`src/rtl/dcf_tick_sync.sv`:
```
`default_nettype none
// ============================================================================
//  Module   : dcf_tick_sync
//  Purpose  : Owns the 1 Hz seconds-enable prescaler, phase-aligns it to the
//             DCF77 second pulse, tracks lock and flags the minute mark
//             (the missing 59th-second pulse).
//  Options  : DCF_PHASE_ERR_EN adds the signed phase_err output.
//  Revision : 1.0 - initial release
// ============================================================================
module dcf_tick_sync #(
    parameter int CLK_HZ     = 10000000,
    parameter int TOL        = 100000,
    parameter int LOCK_COUNT = 3,
    parameter int BAD_LIMIT  = 4,
    parameter int MISS_LIMIT = 3
) (
    input  logic               clk10,
    input  logic               reset,
    input  logic               dcf_in,
    output logic               tick,
    output logic               locked,
    output logic               minute_mark
`ifdef DCF_PHASE_ERR_EN
    ,
    output logic signed [26:0] phase_err
`endif
);

    typedef enum logic [1:0] {
        ST_HUNT   = 2'd0,
        ST_TRACK  = 2'd1,
        ST_LOCKED = 2'd2
    } state_t;

    localparam logic [25:0] C_LAST   = 26'(CLK_HZ - 1);
    localparam logic [25:0] C_HALF   = 26'(CLK_HZ / 2);
    localparam logic [25:0] C_TOL    = 26'(TOL);
    localparam logic [25:0] C_WIN_LO = 26'(CLK_HZ - TOL);
    localparam logic [7:0]  C_LOCK   = 8'(LOCK_COUNT);
    localparam logic [7:0]  C_BAD    = 8'(BAD_LIMIT);
    localparam logic [7:0]  C_MISS   = 8'(MISS_LIMIT);

    logic        sync1_q, sync2_q, sync3_q, edge_q;
    logic [25:0] cnt_q, cnt_d;
    logic        tick_q, tick_d;
    logic        locked_q;
    logic        seen_q, seen_d;
    state_t      state_q, state_d;
    logic [7:0]  good_q, good_d;
    logic [7:0]  bad_q, bad_d;
    logic [7:0]  miss_q, miss_d;
    logic        in_window;
    logic        win_close;
    logic        resync;

    // Bring the asynchronous pin into clk10 and register a one-cycle rising-edge strobe
    always_ff @(posedge clk10 or posedge reset) begin
        if (reset) begin
            sync1_q <= 1'b0;
            sync2_q <= 1'b0;
            sync3_q <= 1'b0;
            edge_q  <= 1'b0;
        end else begin
            sync1_q <= dcf_in;
            sync2_q <= sync1_q;
            sync3_q <= sync2_q;
            edge_q  <= sync2_q & ~sync3_q;
        end
    end

    // The acceptance window straddles the wrap point; it closes at cnt==TOL
    assign in_window = (cnt_q >= C_WIN_LO) || (cnt_q < C_TOL);
    assign win_close = (cnt_q == C_TOL);

    // Lock state machine: decides whether an edge is accepted and tracks good/bad/miss runs
    always_comb begin
        state_d = state_q;
        good_d  = good_q;
        bad_d   = bad_q;
        miss_d  = miss_q;
        resync  = 1'b0;
        case (state_q)
            ST_HUNT: begin
                if (edge_q) begin
                    resync  = 1'b1;
                    good_d  = 8'd1;
                    state_d = ST_TRACK;
                end
            end
            ST_TRACK: begin
                if (edge_q) begin
                    resync = 1'b1;
                    if (in_window) begin
                        good_d = good_q + 8'd1;
                        if (good_q + 8'd1 == C_LOCK) begin
                            state_d = ST_LOCKED;
                            bad_d   = '0;
                            miss_d  = '0;
                        end
                    end else begin
                        good_d = 8'd1;
                    end
                end
            end
            ST_LOCKED: begin
                if (edge_q) begin
                    if (in_window) begin
                        resync = 1'b1;
                        bad_d  = '0;
                        miss_d = '0;
                    end else begin
                        // Stray edges never move the prescaler once locked
                        bad_d = bad_q + 8'd1;
                        if (bad_q + 8'd1 == C_BAD) begin
                            state_d = ST_HUNT;
                        end
                    end
                end
                if (win_close && !seen_q) begin
                    miss_d = miss_q + 8'd1;
                    if (miss_q + 8'd1 == C_MISS) begin
                        state_d = ST_HUNT;
                    end
                end
            end
            default: state_d = ST_HUNT;
        endcase
    end

    // Prescaler step: a resync overrides the natural wrap so only one tick is issued
    always_comb begin
        cnt_d  = (cnt_q == C_LAST) ? '0 : cnt_q + 26'd1;
        tick_d = (cnt_q == C_LAST);
        seen_d = seen_q | (resync & in_window);
        if (resync) begin
            cnt_d  = 26'd1;
            tick_d = (cnt_q > C_HALF);
        end
        if (win_close) begin
            seen_d = 1'b0;
        end
    end

    // State, counters and registered outputs
    always_ff @(posedge clk10 or posedge reset) begin
        if (reset) begin
            state_q  <= ST_HUNT;
            cnt_q    <= '0;
            tick_q   <= 1'b0;
            locked_q <= 1'b0;
            seen_q   <= 1'b0;
            good_q   <= '0;
            bad_q    <= '0;
            miss_q   <= '0;
        end else begin
            state_q  <= state_d;
            cnt_q    <= cnt_d;
            tick_q   <= tick_d;
            locked_q <= (state_q == ST_LOCKED);
            seen_q   <= seen_d;
            good_q   <= good_d;
            bad_q    <= bad_d;
            miss_q   <= miss_d;
        end
    end

    assign tick        = tick_q;
    assign locked      = locked_q;
    // Only the first empty window of a run is the minute mark
    assign minute_mark = (state_q == ST_LOCKED) && win_close && !seen_q && (miss_q == '0);

`ifdef DCF_PHASE_ERR_EN
    logic        [26:0] off_w;
    logic signed [26:0] perr_q;

    assign off_w = (cnt_q < C_TOL) ? {1'b0, cnt_q} : ({1'b0, cnt_q} - 27'(CLK_HZ));

    // Capture the signed arrival offset of each accepted edge; negative means early
    always_ff @(posedge clk10 or posedge reset) begin
        if (reset) begin
            perr_q <= '0;
        end else if (resync) begin
            perr_q <= $signed(off_w);
        end
    end

    assign phase_err = perr_q;
`endif

endmodule
`default_nettype wire

```
`config.mk`:
```
export PLATFORM = sky130hd
export DESIGN_NAME = dcf_tick_sync
export DESIGN_NICKNAME = d
export VERILOG_FILES = /design/src/rtl/dcf_tick_sync.sv
export SDC_FILE = /design/constraint.sdc
export NUM_CORES = 1
export LEC_CHECK = 0
export CAP_MARGIN = 20
export CORE_ASPECT_RATIO = 0.75
export CORE_MARGIN = 2
export CORE_UTILIZATION = 52
export CTS_CLUSTER_SIZE = 8
export DETAILED_ROUTE_END_ITERATION = 8
export PLACE_DENSITY = 0.68
export SLEW_MARGIN = 15
export SYNTH_ARGS = -nofsm -noshare
export SYNTH_HDL_FRONTEND = slang
export SYNTH_SLANG_ARGS = --single-unit
export TNS_END_PERCENT = 30
```
`constraint.sdc`:
```
create_clock -name clk10 -period 3 [get_ports clk10]
set_clock_uncertainty 0.1 [all_clocks]
set_input_delay 0.45 -clock clk10 [delete_from_list [all_inputs] [get_ports clk10]]
set_output_delay 0.45 -clock clk10 [all_outputs]
set_load 0.02 [all_outputs]
```
### Word level (Yosys, flattened, before mapping)

Cells that the tools add are included.
Widths: inputs -> output; s select.

| word-level totals | value |
|---|---|
| register bits | 59 |
| bits in latches | 0 |
| bits in writable memories | 0 |
| memory bits (read-only) | 0 |
| input port bits | 3 |
| output and inout port bits | 3 |
| logic and storage cells | 84 |
| memories | 0 |

| cells by class | value |
|---|---|
| add/subtract/negate cells | 4 |
| multiply operators | 0 |
| div/mod/pow operators | 0 |
| order comparisons | 3 |
| equal/unequal tests | 14 |
| shift operators | 0 |
| muxes and demuxes | 32 |
| bitwise operators | 4 |
| reductions and logical operators | 15 |

Operator list:

| cell | count |
|---|---|
| $mux 8 | 11 |
| $mux 26 | 2 |
| $pmux 8 s2 | 3 |
| $add 26x1->26 const B | 1 |
| $eq 26x17->1 const B | 1 |
| $eq 26x24->1 const B | 1 |
| $ge 26x24->1 const B | 1 |
| $gt 26x23->1 const B | 1 |
| $lt 26x17->1 const B | 1 |
| $add 8x1->8 const B | 3 |
| $mux 2 | 9 |
| $eq 8x2->1 const B | 2 |
| $ne 2x2->1 const B | 5 |
| $eq 8x3->1 const B | 1 |
| $logic_not 8->1 | 1 |
| $ne 3x3->1 const B | 2 |
| $pmux 2 s3 | 1 |
| $reduce_and 6->1 | 1 |
| $mux 1 | 5 |
| $reduce_and 5->1 | 1 |
| $logic_and 1x1->1 | 4 |
| $reduce_and 4->1 | 1 |
| $reduce_bool 2->1 | 2 |
| $reduce_and 3->1 | 1 |
| 10 further kinds | 11 |

### Depth between registers and ports, before layout

Gate-level depths: netlist of the first run.

| logic depth | value |
|---|---|
| word-level depth | 8 |
| gate-level depth with buffers | 10 |
| gate-level depth less buffers | 8 |

### Worst setup path before layout of the first run

No wires, ideal clock.

| timing | value |
|---|---|
| path kind | register -> output |
| start | reg cnt_q[13] |
| end | out minute_mark |
| arrival | 2.328 ns |
| data required time | 2.450 ns |
| slack | 0.122 ns |
| cell stages (with the launch flop) | 7 |
| path buffers | 1 |
| path through | dfrtp_1 buf_2 nor4b_1 nand4_1 nor4_2 nand2_1 nor4_1 |

| on the way | value |
|---|---|
| cells in the longest elaborated chain, start to end | 4 |

RTL lines:

| element | line | source |
|---|---|---|
| start: declaration | 44 | `logic [25:0] cnt_q, cnt_d;` |
| start signal: assignment | 157 | `cnt_q <= cnt_d;` |
| $eq 26x17->1 | 73 | `assign win_close = (cnt_q == C_TOL);` |
| $logic_and 1x1->1 (3 in a row) | 170 | `assign minute_mark = (state_q == ST_LOCKED) && win_close && !seen_q && (miss_q == '0);` |
| end: declaration | 22 | `output logic minute_mark` |

Every way passes these cells.

### Final worst setup path of the first run

| timing | value |
|---|---|
| start | reg cnt_q[3] |
| end | out minute_mark |

The elaborated chain is that of the path after synthesis.

==> results of run 1 <==
==> repair_timing <==
item	CTS	global route
pin swaps	0	0
setup endpoints to repair	1	1
resized for setup	1	4
==> cells in the mapped netlist, types with 2 or more instances <==
library cell	count
o211ai_1	4
nor3b_1	2
nor3_1	9
nand2b_1	7
inv_1	15
o21bai_1	2
nor2b_1	5
nor4_2	2
a21oi_1	16
a22o_1	4
or3_1	5
nand4_1	9
nand2_1	38
and3_1	10
mux2i_1	3
a32o_1	3
nor2_1	52
o31ai_1	2
o21ai_0	14
xor2_1	15
buf_6	3
nand3_1	24
or2_2	7
and2_1	3
and4_1	3
o21ai_1	2
buf_2	6
nor4_1	6
dfrtp_1	59
a21o_1	9
a211o_1	2
a31oi_1	3
nor4b_1	2
xnor2_1	10
clkbuf_1	7
buf_4	2
ha_1	9
==> registers in the layout (all words and copies together) (netlist names) <==
signal	count
cnt_q	26
bad_q	8
good_q	8
miss_q	8
state_q	2
edge_q	1
locked	1
seen_q	1
sync1_q	1
sync2_q	1
sync3_q	1
tick	1
==> path summary, 6_finish.rpt <==
check / slack, ns / depth (start not counted) / to
worst max-delay path: 0.21 / 7 / minute_mark
worst min-delay path: 0.26 / 0 / sync2_q$_DFF_PP0_
worst max register to register: 0.48 / 8 / miss_q[1]$_DFFE_PP0P_
worst min register to register: 0.26 / 0 / sync2_q$_DFF_PP0_
max in group asynchronous: 1.68 / 3 / cnt_q[5]$_DFF_PP0_
min in group asynchronous: 0.46 / 2 / cnt_q[19]$_DFF_PP0_
==> where the power goes <==
part	switching (mW)	leakage (nW)	internal, mW
Clock	0.313	0.0953	0.360
Combinational	0.134	0.931	0.125
Sequential	0.0752	0.788	0.850
==> critical path, cell delays in order, from the launching register on <==
cell      delay, ns
dfrtp_1        0.38
nor3_1         0.20
buf_4          0.15
nand4_1        0.18
nor4_4         0.33
nand2_1        0.12
nor4_1         0.30
clkbuf_2       0.23
==> routing by layer <==
layer  GRT usage (%)  up-vias
met2            30.6       72
met1            31.6     1348
met3            6.15       10
met5               0        -
met4            6.09        0
li1                -     1433
==> cell usage in the layout, fill, tap and decap left out, types with 3 or more instances in the layout <==
cell and n:
a21o_1 9, a32o_1 3, or2_2 7, xor2_1 15
ha_1 9, o211ai_1 4, clkbuf_8 12, a21oi_1 16
mux2i_1 3, xnor2_1 10, inv_1 14, nor3_1 9
and3_1 10, nand2_1 38, clkdlybuf4s50_1 4, a22o_1 4
nand3_1 24, nor2b_1 5, a31oi_1 3, nand2b_1 7
o21ai_0 14, or3_1 5, dfrtp_1 59, nor2_1 52
buf_4 28, nor4_1 6, nand4_1 9, and4_1 3
and2_1 3
==> logic make-up after synthesis <==
family	synth area share, %
flops	41.7
xor+xnor	6.19
compound gates	15.4
buf+inv	4.70
fa+ha+maj	3.18
mux	0.848
simple gates	28.0
==> layout make-up <==
type / instances / share of cell area, %
timing repair buffer: 33 / 6.42
clock inverter: 2 / 0.252
clock buffer: 13 / 4.25
tap: 84 / 2.64
multi-input combinational: 301 / 47.9
sequential: 59 / 37.1
inverter: 15 / 1.42
==> per-stage QoR <==
stage / hold WS [ns] / power (mW) / cells / utilization (%)
finish: 0.258 / 1.86 / 507 / 59.4
global route: 0.274 / 1.95 / 507 / 59.4
CTS: 0.264 / 1.86 / 507 / 59.3
detailed placement: 0.242 / 1.19 / 492 / 56.6
global placement: 0.234 / 1.18 / 492 / 56.6
floorplan: 0.231 / 1.10 / 394 / -
==> run metrics, run 1 <==
crit path launch cnt_q[3]$_DFF_PP0_; CTS max path bufs 2; # rows 26; largest net degree at the start of global routing 38; Data required, critical path 2.45 ns; Tot GR Track Use 21.3%; Port-buffer cells 5; share of cells above drive strength 1 15.4%; DR iter-0 viols 190; minimum clock period 2.79 ns; synth top area cells dfrtp_1, nor2_1, nand2_1; H-tree levels 3; top cell type's share of synthesized area 41.7%; CP arrival 2.24 ns; Final GP Congestion around 0.85; critical path peak fanout 2; Seq/Total Area, Yosys 41.7%; multi-input logic area 0.00191 mm²; io pins 6; register area between 0.001 and 0.0015 mm²; HP Class reg2reg; gr ovfl total 0; post-synth top area cell dfrtp_1; vias in the first global route 2564; post-route setup slack 0.213 ns; DR WL/cell 14.7 µm; Crit Path Category reg2out; via/cell ratio between 5 and 6; first-pass GRT wire length 12400 µm; CTS tree built; routed vias roughly 2900; detailed-router iteration count before antenna repair 5; Hold Startpoint sync1_q$_DFF_PP0_; Synth Area per Inst between 8 and 9 µm²; Warnings, synthesis 0; Rel. slew slack 49.7%; DP HPWL 5270 µm; pwr/cell area 467 mW/mm²; Worst VDD drop 0.236 mV; DRT met1 WL 3830 µm; Post-synth EDFFs 0; Root Buffer clkbuf_8; number of setup violations in the final report 0; Syn Nets 406; TritonCTS Sinks roughly 60; clock-pin transition on the worst setup and hold timing paths 0.06 ns; # fillers 578; Layout area overhead 12.4%; count of cell types in the netlist between 50 and 60; number of buffers created by CTS 9; crit start category flip-flop; Synth Instances a little under 400; Seq cells post-synth 59; worst r2r src good_q[0]$_DFFE_PP0P_; routed wire length roughly 7400 µm; die width 99.3 µm; met2 wire len between 3000 and 4000 µm; Antenna Nets Post-Route 0; final net count about 430; Post-CTS Hold Fix Bufs 0; crit share post-route 92.9%; highest routed layer met4; clk_lat worst skew about 0.34 ns; pins over their slew limit 0; pre-CTS WS approximately 0.16 ns; post-route design area a little under 0.004 mm²; crit path capture type output port; DR WL met3 347 µm; Post CTS Setup Buffer Count 0; status completed; setup repair after global routing missed its margin false; # DRC 0; core area 0.00670 mm²; setup TNS 0 ns; Starting Density between 50% and 60%; DIE AREA 0.00749 mm²; # Max-Cap Violations 0; Fmax achieved 359 MHz; Slew @ Worst Pin 0.753 ns; Leakage around 1.8 nW; Post-Synthesis Cell Area roughly 0.0035 mm²; initial antenna violation count 0; Hold Fails Final Rpt 0; fraction of registers with async set/reset 100%; n_diodes 0; die height 75.5 µm; prevailing post-synth register cell dfrtp_1; Post-Place Cell Area roughly 0.0038 mm²
Note: power is estimated with default switching activity, not from simulation.
==> inputs of run 2 (changes only) <==
Settings changed: PLACE_DENSITY 0.68 to 0.65.
==> run metrics, run 2 (synthesis results as in run 1) <==
status completed (unchanged); via/cell ratio 5.75 (was 5.65); Layout area overhead 14.6% (was 12.4%); Final Util 60.5% (was 59.4%); Worst VDD drop 0.340 mV (was 0.236 mV); TritonCTS Sinks 59 (unchanged); DR WL/cell 15.5 µm (was 14.7 µm); core area 0.00670 mm² (unchanged); routed vias 2909 (was 2863); Leakage 1.83 nW (was 1.81 nW); critical path peak fanout 2 (unchanged); # rows 26 (unchanged); crit path launch cnt_q[13]$_DFF_PP0_ (was cnt_q[3]$_DFF_PP0_); clock-pin transition on the worst setup and hold timing paths 0.07 ns (was 0.06 ns); n_diodes 0 (unchanged); Starting Density 52.8% (unchanged); pwr/cell area 519 mW/mm² (was 467 mW/mm²); # DRC 0 (unchanged); Fmax achieved 347 MHz (was 359 MHz); H-tree levels 3 (unchanged); DP HPWL 5580 µm (was 5270 µm); DIE AREA 0.00749 mm² (unchanged); worst r2r src good_q[0]$_DFFE_PP0P_ (unchanged); pins over their slew limit 0 (unchanged); crit path capture type output port (unchanged); Port-buffer cells 5 (unchanged); Slew @ Worst Pin 0.634 ns (was 0.753 ns); share of cells above drive strength 1 16.1% (was 15.4%); Crit Path Category reg2out (unchanged); crit start category flip-flop (unchanged); # Max-Cap Violations 0 (unchanged); post-route design area 0.00406 mm² (was 0.00398 mm²); setup TNS 0 ns (unchanged); die height 75.5 µm (unchanged); flop2flop setup slack 0.45 ns (was 0.48 ns); Post-CTS Hold Fix Bufs 0 (unchanged); largest net degree at the start of global routing 31 (was 38); post-route setup slack 0.121 ns (was 0.213 ns); number of setup violations in the final report 0 (unchanged); die width 99.3 µm (unchanged); Fin Hold WS 0.253 ns (was 0.258 ns); Hold Startpoint sync1_q$_DFF_PP0_ (unchanged); Net Switching 0.527 mW (was 0.522 mW); Final GP Congestion 0.848 (was 0.850); Rel. slew slack 57.6% (was 49.7%); Hold Fails Final Rpt 0 (unchanged); pre-CTS WS -0.00505 ns (was 0.160 ns); Gate power share 11.3% (was 13.9%); Tot GR Track Use 22.6% (was 21.3%); number of buffers created by CTS 9 (unchanged); # fillers 612 (was 578); minimum clock period 2.88 ns (was 2.79 ns); routed wire length 7830 µm (was 7430 µm); Data required, critical path 2.45 ns (about the same); first-pass GRT wire length 13100 µm (was 12400 µm); CTS max path bufs 2 (unchanged); Root Buffer clkbuf_8 (unchanged); Antenna Nets Post-Route 0 (unchanged); Biggest register cnt_q (unchanged); io pins 6 (unchanged); Clk pwr share 44.4% (was 36.2%); CTS tree built (unchanged); initial antenna violation count 0 (unchanged); gr ovfl total 0 (unchanged); share of power burned in registers 44.3% (was 49.8%); HP Class reg2reg (unchanged); most frequent cells in the layout dfrtp_1, nor2_1, nand2_1 (unchanged); max reg flops 26 (unchanged); Layout Cells excl Fill 506 (was 507); Tot Pwr 2.10 mW (was 1.86 mW); commonest non-fill, non-tap cell in the layout dfrtp_1 (unchanged); CP arrival 2.33 ns (was 2.24 ns); detailed-router iteration count before antenna repair 5 (unchanged); Placed Cells 488 (was 492); final net count 429 (was 431); Int Pwr 1.58 mW (was 1.34 mW); Post-Place Cell Area 0.00376 mm² (was 0.00379 mm²); crit share post-route 96.0% (was 92.9%); Sw Share 25.1% (was 28.1%); vias in the first global route 2685 (was 2564); clk_lat worst skew 0.34 ns (about the same); DR iter-0 viols 191 (was 190)
## run 2: cell count changes in the layout (fill, tap and decap cells not counted), moves of 2 or more
| cell | delta |
|---|---|
| buf_4 | -2 |
| bufinv_16 | +3 |
| nor3_1 | -2 |
| nor3_2 | +2 |
| nor4_2 | +2 |
## run 2: worst paths after layout
check | endpoint | depth (start not counted)
setup / recovery | minute_mark | 6
hold / removal | sync2_q$_DFF_PP0_ | 0
setup reg to reg | miss_q[1]$_DFFE_PP0P_ | 8
hold reg to reg | sync2_q$_DFF_PP0_ | 0
max in group asynchronous | good_q[4]$_DFFE_PP0P_ | 3
min in group asynchronous | sync1_q$_DFF_PP0_ | 2
## run 2: layout make-up
type / instances / area [µm²] / share of cell area [%]
Clock buffer: 12 / 165 / 4.07
Clock inverter: 4 / 95.1 / 2.34
Inverter: 15 / 56.3 / 1.39
Multi-Input combinational cell: 301 / 1910 / 47.1
Sequential cell: 59 / 1480 / 36.4
Tap cell: 84 / 105 / 2.59
Timing Repair Buffer: 31 / 246 / 6.07
## run 2: repair_timing
item / 4_1_cts / 5_1_grt
pin swaps: 2 / 2
gates resized for setup: 4 / 3
buffers inserted: 1 / 1
setup endpoints to repair: 1 / 1
## run 2: worst max-delay path, stage by stage (launching register included)
cell and delay (ns):
dfrtp_1 0.38, nor4b_1 0.35, nand4_1 0.25, nor4_2 0.26, nand2_1 0.14, nor4_2 0.30, clkdlybuf4s15_2 0.30
## run 2: power by group through the flow
| stage | combinational [mW] | sequential, mW | clock (mW) |
|---|---|---|---|
| floorplan | 0.176 | 0.923 | 0 |
| global placement | 0.215 | 0.938 | 0 |
| detailed placement | 0.226 | 0.941 | 0 |
| CTS | 0.227 | 0.927 | 0.955 |
| global route | 0.271 | 0.946 | 0.987 |
| finish | 0.237 | 0.933 | 0.934 |
## run 2: layer usage
layer  up-vias  part of all wire (%)  global-route usage [%]
met3        14                   4.5                    7.16
li1       1432                     -                       -
met2        66                    44                    34.0
met1      1397                    51                    32.0
met4         0                   1.3                    6.09
met5         -                     0                       0
==> inputs of run 3 (changes only) <==
Settings changed: PLACE_DENSITY 0.65 to 0.68, SKIP_LAST_GASP set to 1, TNS_END_PERCENT 30 to unset.
==> results of run 3 <==
Same layout as run 1: the final DEF is identical, and so are final timing and power.
==> RTL change 1 (settings of run 2) <==
Build with the macro `DCF_PHASE_ERR_EN` defined.
--- a/src/rtl/dcf_tick_sync.sv
+++ b/src/rtl/dcf_tick_sync.sv
@@ -7,6 +7,8 @@
 //  Options  : DCF_PHASE_ERR_EN adds the signed phase_err output.
 //  Revision : 1.0 - initial release
 // ============================================================================
+`define DCF_PHASE_ERR_EN
+
 module dcf_tick_sync #(
     parameter int CLK_HZ     = 10000000,
     parameter int TOL        = 100000,
Function (old outputs only; new: phase_err): kept (Yosys induction, for registers that start in step).
==> RTL change 1 against run 2 <==
Wire length is 42% higher. Register-to-register slack lost 0.33 ns. Synthesized area increased by 40%. Final area rose by 46%. Sequential power grew 62%. Setup slack lost 0.020 ns. Sequential cell count rose by 27. Count of clock-buffer cells in the layout is 3 lower. Total power increased by 84%. Non-clock buffer count grew 41.
==> RTL change 1: results (changes against run 2) <==
INFO  status         run_status=completed
INFO  final_layout   fillers=809 [+32%]
INFO  synthesis      mappedNetlistNets=569 [+40%]
INFO  synthesis      post_synth_num_cell_types=63 [+11%]
INFO  final_layout   largest_register_ff_count=27 [+3.8%]
INFO  final_layout   nNetsFinal=617 [+44%]
INFO  setup_path     critical_path.max_fanout=3 [+1]
INFO  final_layout   final_layout_size_suffix_gt1_share=14.9% [-1.3 points]
INFO  final_layout   num-nonclk-buffers=72 [+130%]
INFO  setup_path     rrSetupSlack=0.12ns [-0.33 ns]
INFO  synthesis      synth_top_cells_by_count=dfrtp_1, nor2_1, nand2_1
INFO  final_layout   stdcell_count=734 [+45%]
INFO  synthesis      top_cells_by_area_synth=dfrtp_1, nor2_1, xnor2_1, nand2_1, xor2_1
INFO  placed_design  detailedPlacementHpwl=7.92mm [+42%]
INFO  sta            relSlewSlack=59.8% [+2.2 points]
INFO  pwr            powerClk=1120uW [+20%]
INFO  clock_network  post_cts_resized=5 [+1]
INFO  global_routing grt_pass1_vias=3799 [+41%]
INFO  clock_network  post_cts_buffers=0 [-1]
INFO  pwr            comb_power_share=32.0% [+21 points]
INFO  pwr            power.combinational.total=1230uW [+420%]
INFO  route          route.met2.wl=4.76mm [+40%]
INFO  route          wl_met3=534um [+50%]
INFO  pwr            power.switching_fraction=33.0% [+8.0 points]
INFO  final_layout   nClkBuffers=9 [-3]
INFO  synthesis      proportion_of_synthesized_chip_area_in_sequential_cells=43.6% [+1.8 points]
INFO  setup_path     cp.arrival=2.35ns [+0.02 ns]
INFO  route          m1WireLength=5.64mm [+42%]
INFO  final_layout   n_multi_input_combinational_cell=415 [+38%]
INFO  setup_path     crit_path_top_delay_cell=or4_4
INFO  route          drt_first_iter_violations=367 [+92%]
INFO  placed_design  post-place-ws=-0.0288ns [-0.0238 ns]
INFO  setup_path     critical_path.max_stage_delay=0.56ns [+0.18 ns]
INFO  global_routing grt_pass1_wl=18.6mm [+42%]
==> RTL change 1: cell types whose count changed in the layout (fill, tap and decap cells not counted), sizes merged, moves of 15 or more <==
| cell | delta |
|---|---|
| clkdlybuf4s50 | +27 |
| dfrtp | +27 |
| xnor2 | +15 |
| buf | +15 |
| a21oi | +18 |
| nand2 | +17 |
| nor2 | +29 |
==> RTL change 1: cells by family after synthesis <==
family | synth area share [%]
compound gates | 14.4
mux | 2.89
fa+ha+maj | 3.29
simple gates | 23.1
buf+inv | 4.81
flops | 43.6
xor+xnor | 7.98
==> RTL change 1: metal layers <==
metal / up-vias / GRT usage, %
met5: - / 0
met4: 0 / 6.63
met3: 12 / 5.14
met2: 99 / 34.2
met1: 1986 / 35.0
li1: 2021 / -
==> RTL change 1: per-stage QoR <==
step / hold slack (ns) / cell area (um^2)
finish: 0.249 / 5910
global route: 0.263 / 5910
CTS: 0.252 / 5900
detailed placement: 0.237 / 5600
global placement: 0.232 / 5600
floorplan: 0.231 / 4940
==> RTL change 2 (config.mk and constraints of run 2) <==
Made on the original files. Re-encode `state_t` (3 states) as one-hot, 3 bits wide.
--- a/src/rtl/dcf_tick_sync.sv
+++ b/src/rtl/dcf_tick_sync.sv
@@ -26,10 +26,10 @@
 `endif
 );
 
-    typedef enum logic [1:0] {
-        ST_HUNT   = 2'd0,
-        ST_TRACK  = 2'd1,
-        ST_LOCKED = 2'd2
+    typedef enum logic [2:0] {
+        ST_HUNT   = 3'b001,
+        ST_TRACK  = 3'b010,
+        ST_LOCKED = 3'b100
     } state_t;
 
     localparam logic [25:0] C_LAST   = 26'(CLK_HZ - 1);
Check against the original RTL: no difference found for any inputs over 10 cycles, from zero or initial values and one cycle with reset high; not proved beyond that.
==> RTL change 2 against run 2 <==
Setup slack better by 0.025 ns. Final area about the same. Wire length up 4.3%. Total power shrank 17%. Non-clock buffer count is 8 lower. Maximum frequency is 0.88% higher. Hold slack improved by 0.0041 ns. Final cell count grew 2.0%. Synthesized area grew 4.0%. Sequential cell count increased by 1. Sequential share of layout area increased by 0.68 points. Largest power group is now registers.
==> RTL change 2: results (changes against run 2) <==
INFO  pwr            share_clk_of_total_power=38.1% [-6.3 points]
INFO  route          m1WireLength=4.20mm [+6.0%]
INFO  synthesis      synth_mux_area_share=0.884% [+0.035 points]
INFO  synthesis      number_of_instances_in_the_synthesized_netlist=413 [+4.8%]
INFO  pwr            power.ir.vdd_worst=335uV [-1.4%]
INFO  synthesis      synth_top_cells_by_count=dfrtp_1, nor2_1, nand2_1
INFO  pwr            comb_power_share=10.1% [-1.2 points]
INFO  synthesis      synthAdderAreaFrac=3.06% [-0.12 points]
INFO  route          wl_met3=453um [+28%]
INFO  placed_design  post-place-ws=0.125ns [+0.130 ns]
INFO  route          num_vias=3090 [+6.2%]
INFO  placed_design  detailedPlacementHpwl=5.90mm [+5.7%]
INFO  setup_path     worst_r2r_startpoint=good_q[1]
INFO  setup_path     worst_r2r_path_depth=7 [-1]
INFO  global_routing globalRouteMet1Util=35.0% [+3.0 points]
INFO  global_routing fraction_of_met2_tracks_used_by_global_routing=31.3% [-2.7 points]
INFO  setup_path     cp.arrival=2.30ns [-0.03 ns]
INFO  clock_network  post_cts_buffers=0 [-1]
INFO  pwr            powerClk=664uW [-29%]
INFO  final_layout   nNetsFinal=439 [+2.3%]
INFO  sta            fin_ws=0.147ns [+0.0252 ns]
INFO  final_layout   final_layout_size_suffix_gt1_share=13.7% [-2.5 points]
INFO  global_routing grt_use_total=22.9% [+0.26 points]
INFO  global_routing grtUsageMet3=6.20% [-0.96 points]
INFO  global_routing maximum_number_of_pins_on_one_net_before_global_route_repair=32 [+3.2%]
INFO  pwr            p_leak=0.00178uW [-2.8%]
INFO  sta            timing_worst_slew_pin_value=0.811ns [+0.177 ns]
INFO  placed_design  placed_cell_areas=3860um^2 [+2.5%]
INFO  global_routing grt_pass1_wl=14.1mm [+7.5%]
INFO  route          route.met2.wl=3.43mm [+0.67%]
INFO  synthesis      top_cells_by_area_synth=dfrtp_1, xor2_1, nor2_1, nand3_1, nand2_1
INFO  sta            fin_worst_hold_slack=0.257ns [+0.00406 ns]
INFO  setup_path     rrSetupSlack=0.18ns [-0.27 ns]
INFO  synthesis      synth_compound_gate_area_share=15.0% [-0.42 points]
INFO  synthesis      post_synth_num_cell_types=67 [+18%]
INFO  status         run_status=completed
INFO  setup_path     crit_start=cnt_q[22]
## RTL change 2: cell count changes in the layout (fill, tap and decap cells not counted), sizes merged, moves of 3 or more
cell	delta
a31oi	+6
clkinvlp	+4
xor2	+4
bufinv	-3
nor3b	+3
a32o	-3
a21o	-6
a21boi	+3
or2	-4
nor2	-6
buf	-8
nand3	+6
## RTL change 2: cell type report
type,instances,area [um^2]
inverter,15,56.3
multi-input combinational,318,2010
clock buffer,10,138
sequential,60,1500
fill,608,2780
clock inverter,6,40.0
timing repair buffer,23,198
tap,84,105
## RTL change 2: timing repair
item | 4_1_cts | 5_1_grt
gates resized for setup | 2 | 3
setup endpoints to repair | 1 | 11
gates cloned | 0 | 0
## RTL change 2: critical path, stage by stage (launching register included)
cell and delay (ns):
dfrtp_1 0.40, nor4_2 0.29, buf_4 0.18, and3_1 0.15
and4bb_2 0.26, nor3b_2 0.20, and3_1 0.17, clkdlybuf4s15_1 0.31
